### src/rtl/regfile_pkg.sv
// Constants and helpers shared by the register-file write arbiter and the register file.
package regfile_pkg;

    localparam int N_DEFAULT = 16;
    localparam int R_DEFAULT = 4;

    // Requester index width, never narrower than one bit
    function automatic int idx_width(input int count);
        return (count > 1) ? $clog2(count) : 1;
    endfunction

endpackage

### src/rtl/regfile_wr_arb_if.sv
// Requester-side bus and register-file write port of the write arbiter.
interface regfile_wr_arb_if
    import regfile_pkg::*;
#(
    parameter int n    = N_DEFAULT,
    parameter int r    = R_DEFAULT,
    parameter int NREQ = 3
);

    localparam int IW = idx_width(NREQ);

    logic                     stall;
    logic [NREQ-1:0]          req_valid;
    logic [NREQ-1:0][r-1:0]   req_addr;
    logic [NREQ-1:0][n-1:0]   req_data;
    logic [NREQ-1:0]          req_ready;
    logic                     we3;
    logic [r-1:0]             wa3;
    logic [n-1:0]             wd3;
    logic [IW-1:0]            grant_id;
    logic                     collision;

    modport master (
        output stall, req_valid, req_addr, req_data,
        input  req_ready, we3, wa3, wd3, grant_id, collision
    );

    modport slave (
        input  stall, req_valid, req_addr, req_data,
        output req_ready, we3, wa3, wd3, grant_id, collision
    );

endinterface

### src/rtl/rr_arbiter.sv
// Round-robin one-hot grant with a rotating priority pointer; grants are
// suppressed while stalled or in reset.
module rr_arbiter
    import regfile_pkg::*;
#(
    parameter  int NREQ = 3,
    localparam int IW   = idx_width(NREQ)
) (
    input  logic            clk,
    input  logic            reset,
    input  logic            stall,
    input  logic [NREQ-1:0] valid,
    output logic [NREQ-1:0] grant,
    output logic            accept,
    output logic [IW-1:0]   grant_idx
);

    logic [IW-1:0]   ptr_r;
    logic [NREQ-1:0] pick_s;
    logic [IW-1:0]   cand_s;
    logic            hit_s;
    logic            found_s;

    // First valid requester at or after the pointer, wrapping modulo NREQ
    always_comb begin
        pick_s    = {NREQ{1'b0}};
        grant_idx = {IW{1'b0}};
        cand_s    = {IW{1'b0}};
        hit_s     = 1'b0;
        found_s   = 1'b0;
        for (int i = 0; i < NREQ; i++) begin
            cand_s         = IW'((int'(ptr_r) + i) % NREQ);
            hit_s          = valid[cand_s] & ~found_s;
            pick_s[cand_s] = hit_s;
            grant_idx      = hit_s ? cand_s : grant_idx;
            found_s        = found_s | hit_s;
        end
    end

    assign grant  = (stall | reset) ? {NREQ{1'b0}} : pick_s;
    assign accept = |grant;

    // Pointer moves just past the accepted requester, otherwise holds
    always_ff @(posedge clk or posedge reset) begin
        if (reset) begin
            ptr_r <= {IW{1'b0}};
        end else if (accept) begin
            ptr_r <= (grant_idx == IW'(NREQ - 1)) ? {IW{1'b0}} : grant_idx + IW'(1);
        end else begin
            ptr_r <= ptr_r;
        end
    end

endmodule

### src/rtl/regfile_wr_arb.sv
// Arbitrates several register-file write requesters onto the single
// registered write port (we3/wa3/wd3) using round-robin priority.
module regfile_wr_arb
    import regfile_pkg::*;
#(
    parameter int n    = N_DEFAULT,
    parameter int r    = R_DEFAULT,
    parameter int NREQ = 3
) (
    input  logic               clk,
    input  logic               reset,
    regfile_wr_arb_if.slave    bus
);

    localparam int IW = idx_width(NREQ);

    logic [NREQ-1:0] grant_s;
    logic            accept_s;
    logic [IW-1:0]   idx_s;
    logic [r-1:0]    addr_sel_s;
    logic [n-1:0]    data_sel_s;
    logic            multi_s;

    rr_arbiter #(.NREQ(NREQ)) u_rr_arbiter (
        .clk       (clk),
        .reset     (reset),
        .stall     (bus.stall),
        .valid     (bus.req_valid),
        .grant     (grant_s),
        .accept    (accept_s),
        .grant_idx (idx_s)
    );

    assign bus.req_ready = grant_s;
    assign addr_sel_s    = bus.req_addr[idx_s];
    assign data_sel_s    = bus.req_data[idx_s];
    // Two or more bits set: clearing the lowest set bit leaves something behind
    assign multi_s       = |(bus.req_valid & (bus.req_valid - NREQ'(1'b1)));

    // Output stage; writes to register 0 are accepted but never enabled
    always_ff @(posedge clk or posedge reset) begin
        if (reset) begin
            bus.we3       <= 1'b0;
            bus.wa3       <= {r{1'b0}};
            bus.wd3       <= {n{1'b0}};
            bus.grant_id  <= {IW{1'b0}};
            bus.collision <= 1'b0;
        end else begin
            bus.collision <= multi_s;
            if (accept_s) begin
                bus.we3      <= |addr_sel_s;
                bus.wa3      <= addr_sel_s;
                bus.wd3      <= data_sel_s;
                bus.grant_id <= idx_s;
            end else begin
                bus.we3      <= 1'b0;
                bus.wa3      <= bus.wa3;
                bus.wd3      <= bus.wd3;
                bus.grant_id <= bus.grant_id;
            end
        end
    end

endmodule

### src/flat_wrapper.sv
// flat-port wrapper written by rule: the top's interface ports become plain ports
module regfile_wr_arb_flat import regfile_pkg::*;
#(
    parameter int n    = N_DEFAULT,
    parameter int r    = R_DEFAULT,
    parameter int NREQ = 3
)
  (clk, reset, bus_stall, bus_req_valid, bus_req_addr, bus_req_data, bus_req_ready, bus_we3, bus_wa3, bus_wd3, bus_grant_id, bus_collision);
  regfile_wr_arb_if #(.n(n), .r(r), .NREQ(NREQ)) bus_i ();
  input  logic clk;
  input  logic reset;
  input wire logic [$bits(bus_i.stall)-1:0] bus_stall;
  input wire logic [$bits(bus_i.req_valid)-1:0] bus_req_valid;
  input wire logic [$bits(bus_i.req_addr)-1:0] bus_req_addr;
  input wire logic [$bits(bus_i.req_data)-1:0] bus_req_data;
  output wire logic [$bits(bus_i.req_ready)-1:0] bus_req_ready;
  output wire logic [$bits(bus_i.we3)-1:0] bus_we3;
  output wire logic [$bits(bus_i.wa3)-1:0] bus_wa3;
  output wire logic [$bits(bus_i.wd3)-1:0] bus_wd3;
  output wire logic [$bits(bus_i.grant_id)-1:0] bus_grant_id;
  output wire logic [$bits(bus_i.collision)-1:0] bus_collision;
  assign bus_i.stall = bus_stall;
  assign bus_i.req_valid = bus_req_valid;
  assign bus_i.req_addr = bus_req_addr;
  assign bus_i.req_data = bus_req_data;
  assign bus_req_ready = bus_i.req_ready;
  assign bus_we3 = bus_i.we3;
  assign bus_wa3 = bus_i.wa3;
  assign bus_wd3 = bus_i.wd3;
  assign bus_grant_id = bus_i.grant_id;
  assign bus_collision = bus_i.collision;
  regfile_wr_arb #(.n(n), .r(r), .NREQ(NREQ)) u_core (.clk(clk), .reset(reset), .bus(bus_i));
endmodule
### config.mk
export PLATFORM = sky130hd
export DESIGN_NAME = regfile_wr_arb_flat
export DESIGN_NICKNAME = d
export VERILOG_FILES = /design/src/rtl/regfile_pkg.sv /design/src/rtl/regfile_wr_arb_if.sv /design/src/rtl/rr_arbiter.sv /design/src/rtl/regfile_wr_arb.sv /design/src/flat_wrapper.sv
export SDC_FILE = /design/constraint.sdc
export NUM_CORES = 1
export LEC_CHECK = 0
export CAP_MARGIN = 10
export CELL_PAD_IN_SITES_DETAIL_PLACEMENT = 0
export CELL_PAD_IN_SITES_GLOBAL_PLACEMENT = 1
export CORE_MARGIN = 5
export CORE_UTILIZATION = 30
export CTS_CLUSTER_SIZE = 8
export DETAILED_ROUTE_END_ITERATION = 10
export PLACE_DENSITY = 0.94
export SLEW_MARGIN = 15
export SYNTH_ARGS = -nofsm -noshare
export SYNTH_HDL_FRONTEND = slang
export SYNTH_SLANG_ARGS = --single-unit
### constraint.sdc
create_clock -name clk -period 3.4 [get_ports clk]
set_input_delay 0.34 -clock clk [delete_from_list [all_inputs] [get_ports clk]]
set_output_delay 0.34 -clock clk [all_outputs]
set_load 0.01 [all_outputs]
Word-level counts from Yosys, hierarchy flattened
Index checks and enable logic that the tools add are counted.
{"block": "totals", "ff_bits": 26, "latch_bits": 0, "ramBits": 0, "mem_bits_ro": 0, "input_bits": 66, "out_inout_bits": 27, "mem_count": 0}
{"block": "op_classes", "add_sub_neg": 4, "mul": 0, "n_div": 3, "order_cmp": 7, "n_eq_ne": 1, "n_shift": 0, "n_mux": 24, "n_bitwise": 8, "n_reduce_logical": 6}
{"op": "$mod 32x3->32 const B", "count": 2}
{"op": "$bmux 16 s2", "count": 1}
{"op": "$mod 3x3->32 const B", "count": 1}
{"op": "$mux 16", "count": 1}
{"op": "$lt 2x3->1 const B", "count": 4}
{"op": "$bmux 4 s2", "count": 1}
{"op": "$mux 2", "count": 4}
{"op": "$mux 1", "count": 7}
{"op": "$and 3x3->3", "count": 2}
{"op": "$bmux 1 s2", "count": 3}
{"op": "$bwmux 3", "count": 2}
{"op": "$demux 1 s2", "count": 3}
{"op": "$ge 2x1->1 const B", "count": 3}
{"op": "$reduce_or 3->1", "count": 2}
{"op": "$mux 4", "count": 1}
{"op": "$reduce_or 4->1", "count": 1}
{"op": "$add 2x1->3 const B", "count": 1}
{"op": "$add 2x2->3 const B", "count": 1}
{"op": "$logic_and 1x1->1", "count": 3}
{"op": "$mux 3", "count": 1}
{"op": "$sub 3x1->3 const B", "count": 1}
{"op": "$add 2x1->2 const B", "count": 1}
{"op": "$and 1x1->1", "count": 2}
{"op": "$eq 2x2->1 const B", "count": 1}
{"op": "other kinds (2)", "count": 4}

Logic depth before layout (Yosys ltp)
{"block": "logic_depth", "word_depth": 13, "ltp_mapped": 12, "depth_no_buf": 9}

Hierarchy
From an unflattened synthesis, not the netlist that was laid out.
{"block": "unflattened", "cells_unflattened": 184, "area_unflattened_um2": 1935.6}
{"module": "regfile_wr_arb", "instances": 1, "cells_each": 123, "area_per_inst_um2": 1418.9}
{"module": "rr_arbiter", "instances": 1, "cells_each": 61, "area_per_inst_um2": 516.7}

Least setup slack after synthesis
No wires, ideal clock.
{"block": "synth_timing", "path_type": "reg-to-reg", "from": "reg u_core.u_rr_arbiter.ptr_r[0]", "to": "reg u_core.bus.wd3[10]", "setup_time_ps": 125, "arrival_ps": 2563, "t_required_ps": 3275, "slack_ps": 711, "stages_incl_launch_ff": 12, "path_buffers": 3, "period_less_slack_ps": 2689, "cell_sequence": "dfrtp_1 > inv_1 > ha_1 > buf_2 > inv_1 > mux2_4 > o41ai_2 > a21oi_1 > a311o_1 > buf_6 > buf_12 > mux2_4"}
{"block": "synth_via", "elab_chain_cells": 11, "word_cells_on_any_way": 41, "cone_classes": "add/sub: 2; div: 3; order compare: 6; mux: 20; bitwise: 6; reduce/logical: 4"}
{"element": "from (decl)", "line": "rr_arbiter.sv:18", "rtl": "logic [IW-1:0] ptr_r;"}
{"element": "from (signal assigned)", "line": "rr_arbiter.sv:46", "rtl": "ptr_r <= {IW{1'b0}};"}
{"element": "from (signal assigned)", "line": "rr_arbiter.sv:48", "rtl": "ptr_r <= (grant_idx == IW'(NREQ - 1)) ? {IW{1'b0}} : grant_idx + IW'(1);"}
{"element": "from (signal assigned)", "line": "rr_arbiter.sv:50", "rtl": "ptr_r <= ptr_r;"}
{"element": "$add 2x1->3 or $mod 3x3->32 (tied branches)", "line": "rr_arbiter.sv:32", "rtl": "cand_s = IW'((int'(ptr_r) + i) % NREQ);"}
{"element": "$mod 32x3->32 or $bmux 1 s2 (tied branches)", "line": "rr_arbiter.sv:32, rr_arbiter.sv:33"}
{"element": "$bmux 1 s2 or $mux 1 (tied branches)", "line": "rr_arbiter.sv:33", "rtl": "hit_s = valid[cand_s] & ~found_s;"}
{"element": "$mux 1 (implied by the code) or $not 1->1 (tied branches)", "line": "rr_arbiter.sv:33"}
{"element": "$and 1x1->1", "line": "rr_arbiter.sv:33"}
{"element": "$or 1x1->1", "line": "rr_arbiter.sv:36", "rtl": "found_s = found_s | hit_s;"}
{"element": "$not 1->1", "line": "rr_arbiter.sv:33"}
{"element": "$and 1x1->1", "line": "rr_arbiter.sv:33"}
{"element": "$mux 2 or $bwmux 3 (tied branches)", "line": "rr_arbiter.sv:35, rr_arbiter.sv:34"}
{"element": "$bmux 16 s2 or $mux 3 (tied branches)", "line": "regfile_wr_arb.sv:36, rr_arbiter.sv:40"}
{"element": "$mux 16 (implied by the code) or $reduce_or 3->1 (tied branches)", "line": "regfile_wr_arb.sv:36, rr_arbiter.sv:41"}
{"element": "to (signal assigned)", "line": "regfile_wr_arb.sv:45", "rtl": "bus.wd3 <= {n{1'b0}};"}
{"element": "to (signal assigned)", "line": "regfile_wr_arb.sv:53", "rtl": "bus.wd3 <= data_sel_s;"}
{"element": "to (signal assigned)", "line": "regfile_wr_arb.sv:58", "rtl": "bus.wd3 <= bus.wd3;"}
{"element": "to (decl)", "line": "regfile_wr_arb_if.sv:30", "rtl": "output req_ready, we3, wa3, wd3, grant_id, collision"}
Parallel ways exist; a longest one is shown, timed or not. The select of a mux whose other input is x is not followed.
A chain may end at the register's enable or synchronous reset.

Worst setup path after layout
{"block": "layout_timing", "from": "reg u_core.u_rr_arbiter.ptr_r[1]", "to": "out bus_req_ready[1]"}
{"block": "layout_via", "elab_chain_cells": 10, "word_cells_on_any_way": 35, "cone_classes": "add/sub: 2; div: 3; order compare: 6; mux: 15; bitwise: 6; reduce/logical: 3"}
{"element": "parallel branches: the longest is 8 deep, another holds $mod 32x3->32"}
{"element": "$bwmux 3 *", "line": "rr_arbiter.sv:34", "rtl": "pick_s[cand_s] = hit_s;"}
{"element": "$mux 3 *", "line": "rr_arbiter.sv:40", "rtl": "assign grant = (stall | reset) ? {NREQ{1'b0}} : pick_s;"}
{"element": "to (decl)", "line": "flat_wrapper.sv:16", "rtl": "output wire logic [$bits(bus_i.req_ready)-1:0] bus_req_ready;"}
Every way passes the cells marked *. The select of a mux whose other input is x is not followed.

==> results.sh <==
export IMPL_max_stage_delay_ns=0.57
export IMPL_port_buffers=92
export IMPL_syn_avg_cell_area_um2=10.5
export IMPL_pwr_density_cell_nw_per_um2=821
export IMPL_dpl_cell_area_um2=2800
export IMPL_grt_overflow=0
export IMPL_fp_dieH_um=88.8
export IMPL_fin_area_um2=2870
export IMPL_antenna_found_initial=0
export IMPL_critPathArrivalTime_ns=2.84
export IMPL_final_hold_violation_count=0
export IMPL_internal_power_mw=1.48
export IMPL_power_mw=2.36
export IMPL_fin_crit_ns=3.18
export IMPL_grt_pass1_vias=1620
export IMPL_post_drt_via_cell_ratio=4.74
export IMPL_status="completed"
export IMPL_cp_max_fo=5
export IMPL_drv_cap=0
export IMPL_fin_crit_sh=0.934
export IMPL_synth_edf_count=0
export IMPL_synth_top_cell_area_share=0.350
export IMPL_cp_cell_sequence="inv_1 > ha_1 > mux2_4 > mux2_4 > a21oi_1 > a31oi_1 > nor3_1 > clkdlybuf4s50_1"
export IMPL_ios=93
export IMPL_initial_core_util=0.311
export IMPL_antenna_cells=0
export IMPL_leakage_nw=1.30
export IMPL_ctsLongestPathBuffers=2
export IMPL_cts_tree="built"
export IMPL_synth_largest_area_cell="dfrtp_1"
export IMPL_crit_path_frequent_cell="mux2_4"
export IMPL_wl_per_cell_um=14.6
export IMPL_finish_utilization=0.480
export IMPL_first_iter_violations=112
export IMPL_end_kind="primary output"
export IMPL_die_area_um2=7880
export IMPL_syn_to_final_growth_pct=54.5
export IMPL_setup_violations=0
export IMPL_crit_buf_inv=2
export IMPL_ys_top_cells_by_count="dfrtp_1, mux2i_1, nand2_1"
export IMPL_routabilityCongestion=0.890
export IMPL_root_buffer="clkbuf_8"
export IMPL_fmax_mhz=315
export IMPL_fin_ws_ns=0.223
export IMPL_reg2reg_depth=9
export IMPL_slew_viol_final=0
export IMPL_yosysWarnings=0
export IMPL_p_switching_uw=879
export IMPL_combPwrFrac=0.661
export IMPL_min_path_cells=1
export IMPL_ir_worst_vdd_mv=0.346
export IMPL_yosysSeqAreaShare=0.350
export IMPL_fin_nets=335
export IMPL_yosysUniqueCellTypes=35
export IMPL_rsz0062_at_grt="false"
export IMPL_numCtsBuffers=3
export IMPL_critPathLaunchType="flop"
export IMPL_yosysMostFrequentCell="dfrtp_1"
export IMPL_num_rows=28
export IMPL_critPathTopFamily="buffers and inverters"
export IMPL_slew_headroom=0.334
export IMPL_synth_fp_nets=248
export IMPL_p_clk_frac=0.108
export IMPL_setup_tns_ns=0
export IMPL_criticalPathCategory="reg -> out"
export IMPL_netlist_area_um2=1860
export IMPL_dr_pass1_iters=4
export IMPL_crit_cells=8
export IMPL_min_path_type="reg -> reg"
export IMPL_ys_ff_latch=26
export IMPL_routed_wl_mm=4.96
export IMPL_cts_sinks=26
export IMPL_htreeDepth=1
export IMPL_swShare=0.373
export IMPL_syn_instance_count=178
export IMPL_drive_gt1_frac=0.148
export IMPL_async_flop_share=1.00
export IMPL_netlist_top_cells_area="dfrtp_1, mux2_4, mux2i_1"
export IMPL_grt_pass1_wl_mm=7.72
export IMPL_dpl_worst_slack_ns=0.108
export IMPL_synth_main_ff_cell="dfrtp_1"
export IMPL_grt_use_total=0.124
export IMPL_clock_skew_ns=0.00258
export IMPL_dieWidth_um=88.8
export IMPL_vias=1608
export IMPL_slowest_stage="clkdlybuf4s50_1"
export IMPL_ant_nets=0
export IMPL_grt_max_degree=40
export IMPL_critical_path_required_ns=3.06
export IMPL_clk_latency_ns=0.27
export IMPL_hpwl_mm=3.82
export IMPL_seqPwrFrac=0.231
export IMPL_clk_pin_slew_ns=0.09
export IMPL_remaining_drc_errors=0
export IMPL_core_area_um2=5990
export IMPL_hold_buffers=0
export IMPL_tightest_slew_ns=0.998
-- power groups by stage --
stage	Clock, mW	Combinational (mW)	Sequential, mW
6_report	0.254	1.56	0.545
5_1_grt	0.282	1.71	0.566
4_1_cts	0.264	1.57	0.545
3_5_place_dp	0	1.56	0.550
3_3_place_gp	0	1.55	0.545
2_1_floorplan	0	1.00	0.605
-- what timing repair did --
action	4_1_cts	5_1_grt
buffers inserted	0	0
endpoints found under the setup margin	0	21
resized for setup	0	2
-- metal layers --
layer / wire, um / GRT usage / up-vias
met4: 21 / 0.0206 / 0
met3: 374 / 0.0345 / 2
li1: - / - / 806
met1: 2120 / 0.159 / 742
met5: 0 / 0 / -
met2: 2440 / 0.209 / 58
-- area by class of cell --
cell class,count,area [um2]
Fill cell,576,3120
Multi-Input combinational cell,131,1090
Timing Repair Buffer,93,928
Sequential cell,26,651
Tap cell,75,93.8
Clock buffer,3,41.3
Inverter,10,37.5
Clock inverter,1,30.0
-- sequential cells by signal (all words and copies together), names as in the netlist --
signal and cells:
u_core.bus.collision 1, u_core.bus.wa3 4, u_core.bus.wd3 16, u_core.bus.we3 1, u_core.u_rr_arbiter.ptr_r 2, u_core.bus.grant_id 2
-- per-stage QoR --
stage | instances | hold WS [ns]
detailed placement | 335 | 0.493
finish | 339 | 0.517
global route | 339 | 0.541
CTS | 339 | 0.519
floorplan | 178 | 0.380
global placement | 335 | 0.489
-- placed cells by master (no fill, tap or decap), types with 2 or more instances in the layout --
master	instances
a21oi_1	4
ha_1	3
nand2_1	21
nor2_1	4
dfrtp_1	26
mux2_2	9
o21ai_0	18
clkbuf_8	3
mux2i_1	25
a31oi_1	3
inv_1	10
mux2_4	17
nand3_1	2
nor2b_1	3
clkdlybuf4s50_1	92
nor3_1	3
-- cell families (layout without fill, tap and decap cells) --
group,count (synthesis),after routing,share of synthesized area
adders and majority gates,5,5,0.0323
DFF,26,26,0.350
buffers and inverters,21,107,0.0699
AOI/OAI and AO/OA,36,36,0.123
and+or+nand+nor,39,39,0.0989
muxes,51,51,0.326
-- worst paths after layout --
kind / from / endpoint / slack, ns
min in group asynchronous: reset / u_core.bus.grant_id[0]$_DFFE_PP0P_ / 0.72
max in group asynchronous: reset / u_core.bus.wd3[10]$_DFFE_PP0P_ / 2.08
max reg2reg: u_core.u_rr_arbiter.ptr_r[1]$_DFFE_PP0P_ / u_core.bus.wd3[1]$_DFFE_PP0P_ / 0.28
min: u_core.bus.wd3[0]$_DFFE_PP0P_ / u_core.bus.wd3[0]$_DFFE_PP0P_ / 0.52
max: u_core.u_rr_arbiter.ptr_r[1]$_DFFE_PP0P_ / bus_req_ready[1] / 0.22
min reg2reg: u_core.bus.wd3[0]$_DFFE_PP0P_ / u_core.bus.wd3[0]$_DFFE_PP0P_ / 0.52
No activity file was read; power rests on OpenSTA's default activity.
==> patch (same flow settings) <==
Reset style: synchronous (`reset`), changed in 2 clocked blocks.
--- a/src/rtl/rr_arbiter.sv
+++ b/src/rtl/rr_arbiter.sv
@@ -41,7 +41,7 @@
     assign accept = |grant;
 
     // Pointer moves just past the accepted requester, otherwise holds
-    always_ff @(posedge clk or posedge reset) begin
+    always_ff @(posedge clk) begin
         if (reset) begin
             ptr_r <= {IW{1'b0}};
         end else if (accept) begin
--- a/src/rtl/regfile_wr_arb.sv
+++ b/src/rtl/regfile_wr_arb.sv
@@ -38,7 +38,7 @@
     assign multi_s       = |(bus.req_valid & (bus.req_valid - NREQ'(1'b1)));
 
     // Output stage; writes to register 0 are accepted but never enabled
-    always_ff @(posedge clk or posedge reset) begin
+    always_ff @(posedge clk) begin
         if (reset) begin
             bus.we3       <= 1'b0;
             bus.wa3       <= {r{1'b0}};
Function: differs if reset is asserted again (counterexample within 4 cycles, from zero or initial values and one cycle with reset high); with reset held inactive, the same outputs for 10 cycles.
==> patch against the original RTL <==
Register-to-register slack improved by 0.35 ns. Total power rose by 2.8%. Worst hold slack got worse by 0.038 ns. Final area rose by 12%. Area after synthesis rose by 17%. Die area rose by 15%. Setup slack improved by 0.013 ns. Wire length rose by 41%. Sequential cell count did not move. Critical path type unchanged. Critical endpoint unchanged. Largest cell class unchanged.
==> patch: results (changes against the original RTL) <==
GRT Overall Usage 15.4% (+3.1 points); share of cells above drive strength 1 7.78% (-7.0 points); Worst slew margin 67.7% (+34 points); dominant synthesized flop cell dfxtp_1; Worst-path clk slew 0.09 ns (about the same); pin count of the biggest net entering global routing 34 (-15%); placed inst area 3160 um^2 (+13%); Synth Area in Adders 2.30% (-0.92 points); Synth top cells by count mux2i_1 (34), dfxtp_1 (26), nand2b_1 (25), inv_1 (20), and3_1 (18); crit path max fanout 14 (+9); Seq/Total Area, Yosys 24.0% (-11 points); I/O Buffers 92 (unchanged); clk pwr 0.000206 W (-19%); Yosys cell types 39 (+11%); Leak 1.36 nW (+4.6%); hold crit path type reg2reg; initial antenna violation count 0 (unchanged); post-synthesis mux area share 17.5% (-15 points); synth top area cells dfxtp_1 (24%), mux2i_1 (16%), nand2b_1 (7.2%); Internal Power 0.00130 W (-12%); Gate power share 73.1% (+7.0 points); routability congestion estimate 0.839 (-5.6%); n_diodes 0 (unchanged); CP Data Arrival Time 2.82 ns (-0.02 ns); fin nets 405 (+21%); XOR/XNOR Fraction of Synth Area 0% (unchanged); post-synthesis compound-gate area fraction 29.8% (+17 points); htree depth 1 (unchanged); drt initial violations 229 (+100%); syn nets 320 (+29%); CP max stage delay 0.54 ns (-0.03 ns); first-pass GRT wire length 11400 um (+47%); VDD IR max 0.340 mV (-1.8%); vias 2254 (+40%); Async SR Flop Fraction 0% (-100 points); status completed; DP HPWL 5280 um (+38%); critical path's top delay family compound AO/OA/AOI/OAI gates; drt total wl 6970 um (+41%); Fin Clk Skew 0.00125 ns (-0.00133 ns)
==> patch: cell count changes after synthesis, sizes merged, moves of 17 or more <==
cell	change
and3	+18
dfrtp	-26
dfxtp	+26
mux2	-25
nand2	-18
nand2b	+24
o221ai	+17
==> patch: metal layers <==
metal,track usage [%],vias to the layer above,part of all wire (%)
met5,0,-,0
met4,6.13,0,2.6
met3,2.21,16,6.0
met2,25.2,87,48
met1,20.3,1048,43
li1,-,1103,-
==> patch: worst paths after layout <==
check	start	to	slack, ns	depth (start not counted)
worst max-delay path	u_core.u_rr_arbiter.ptr_r[0]$_SDFFE_PP0P_	bus_req_ready[1]	0.24	8
worst min-delay path	u_core.bus.wd3[11]$_SDFFE_PP0P_	u_core.bus.wd3[11]$_SDFFE_PP0P_	0.48	2
worst max register to register	u_core.u_rr_arbiter.ptr_r[1]$_SDFFE_PP0P_	u_core.bus.wd3[9]$_SDFFE_PP0P_	0.63	8
worst min register to register	u_core.bus.wd3[11]$_SDFFE_PP0P_	u_core.bus.wd3[11]$_SDFFE_PP0P_	0.48	2
==> patch: what timing repair did <==
item / in CTS / in global routing
endpoints found under the setup margin: 0 / 2
resized for setup: 0 / 2
endpoints found under the hold margin: 0 / 0
buffers inserted: 0 / 2
==> patch: final cells by class <==
cell class              instances  area (um^2)
well taps                      99          124
inverters                      20         75.1
clock buffers                   4         55.1
multi-input cells             182         1460
flip-flops and latches         26          520
repair buffers                102          996
fillers                       714         3910
==> patch: per-stage QoR <==
step	instances	worst slack (ns)	total power [W]
final	433	0.236	0.00243
after global routing	433	0.0232	0.00262
after CTS	431	0.155	0.00240
after detailed placement	427	0.490	0.00219
after global placement	427	0.542	0.00215
after floorplan	250	1.04	0.00172
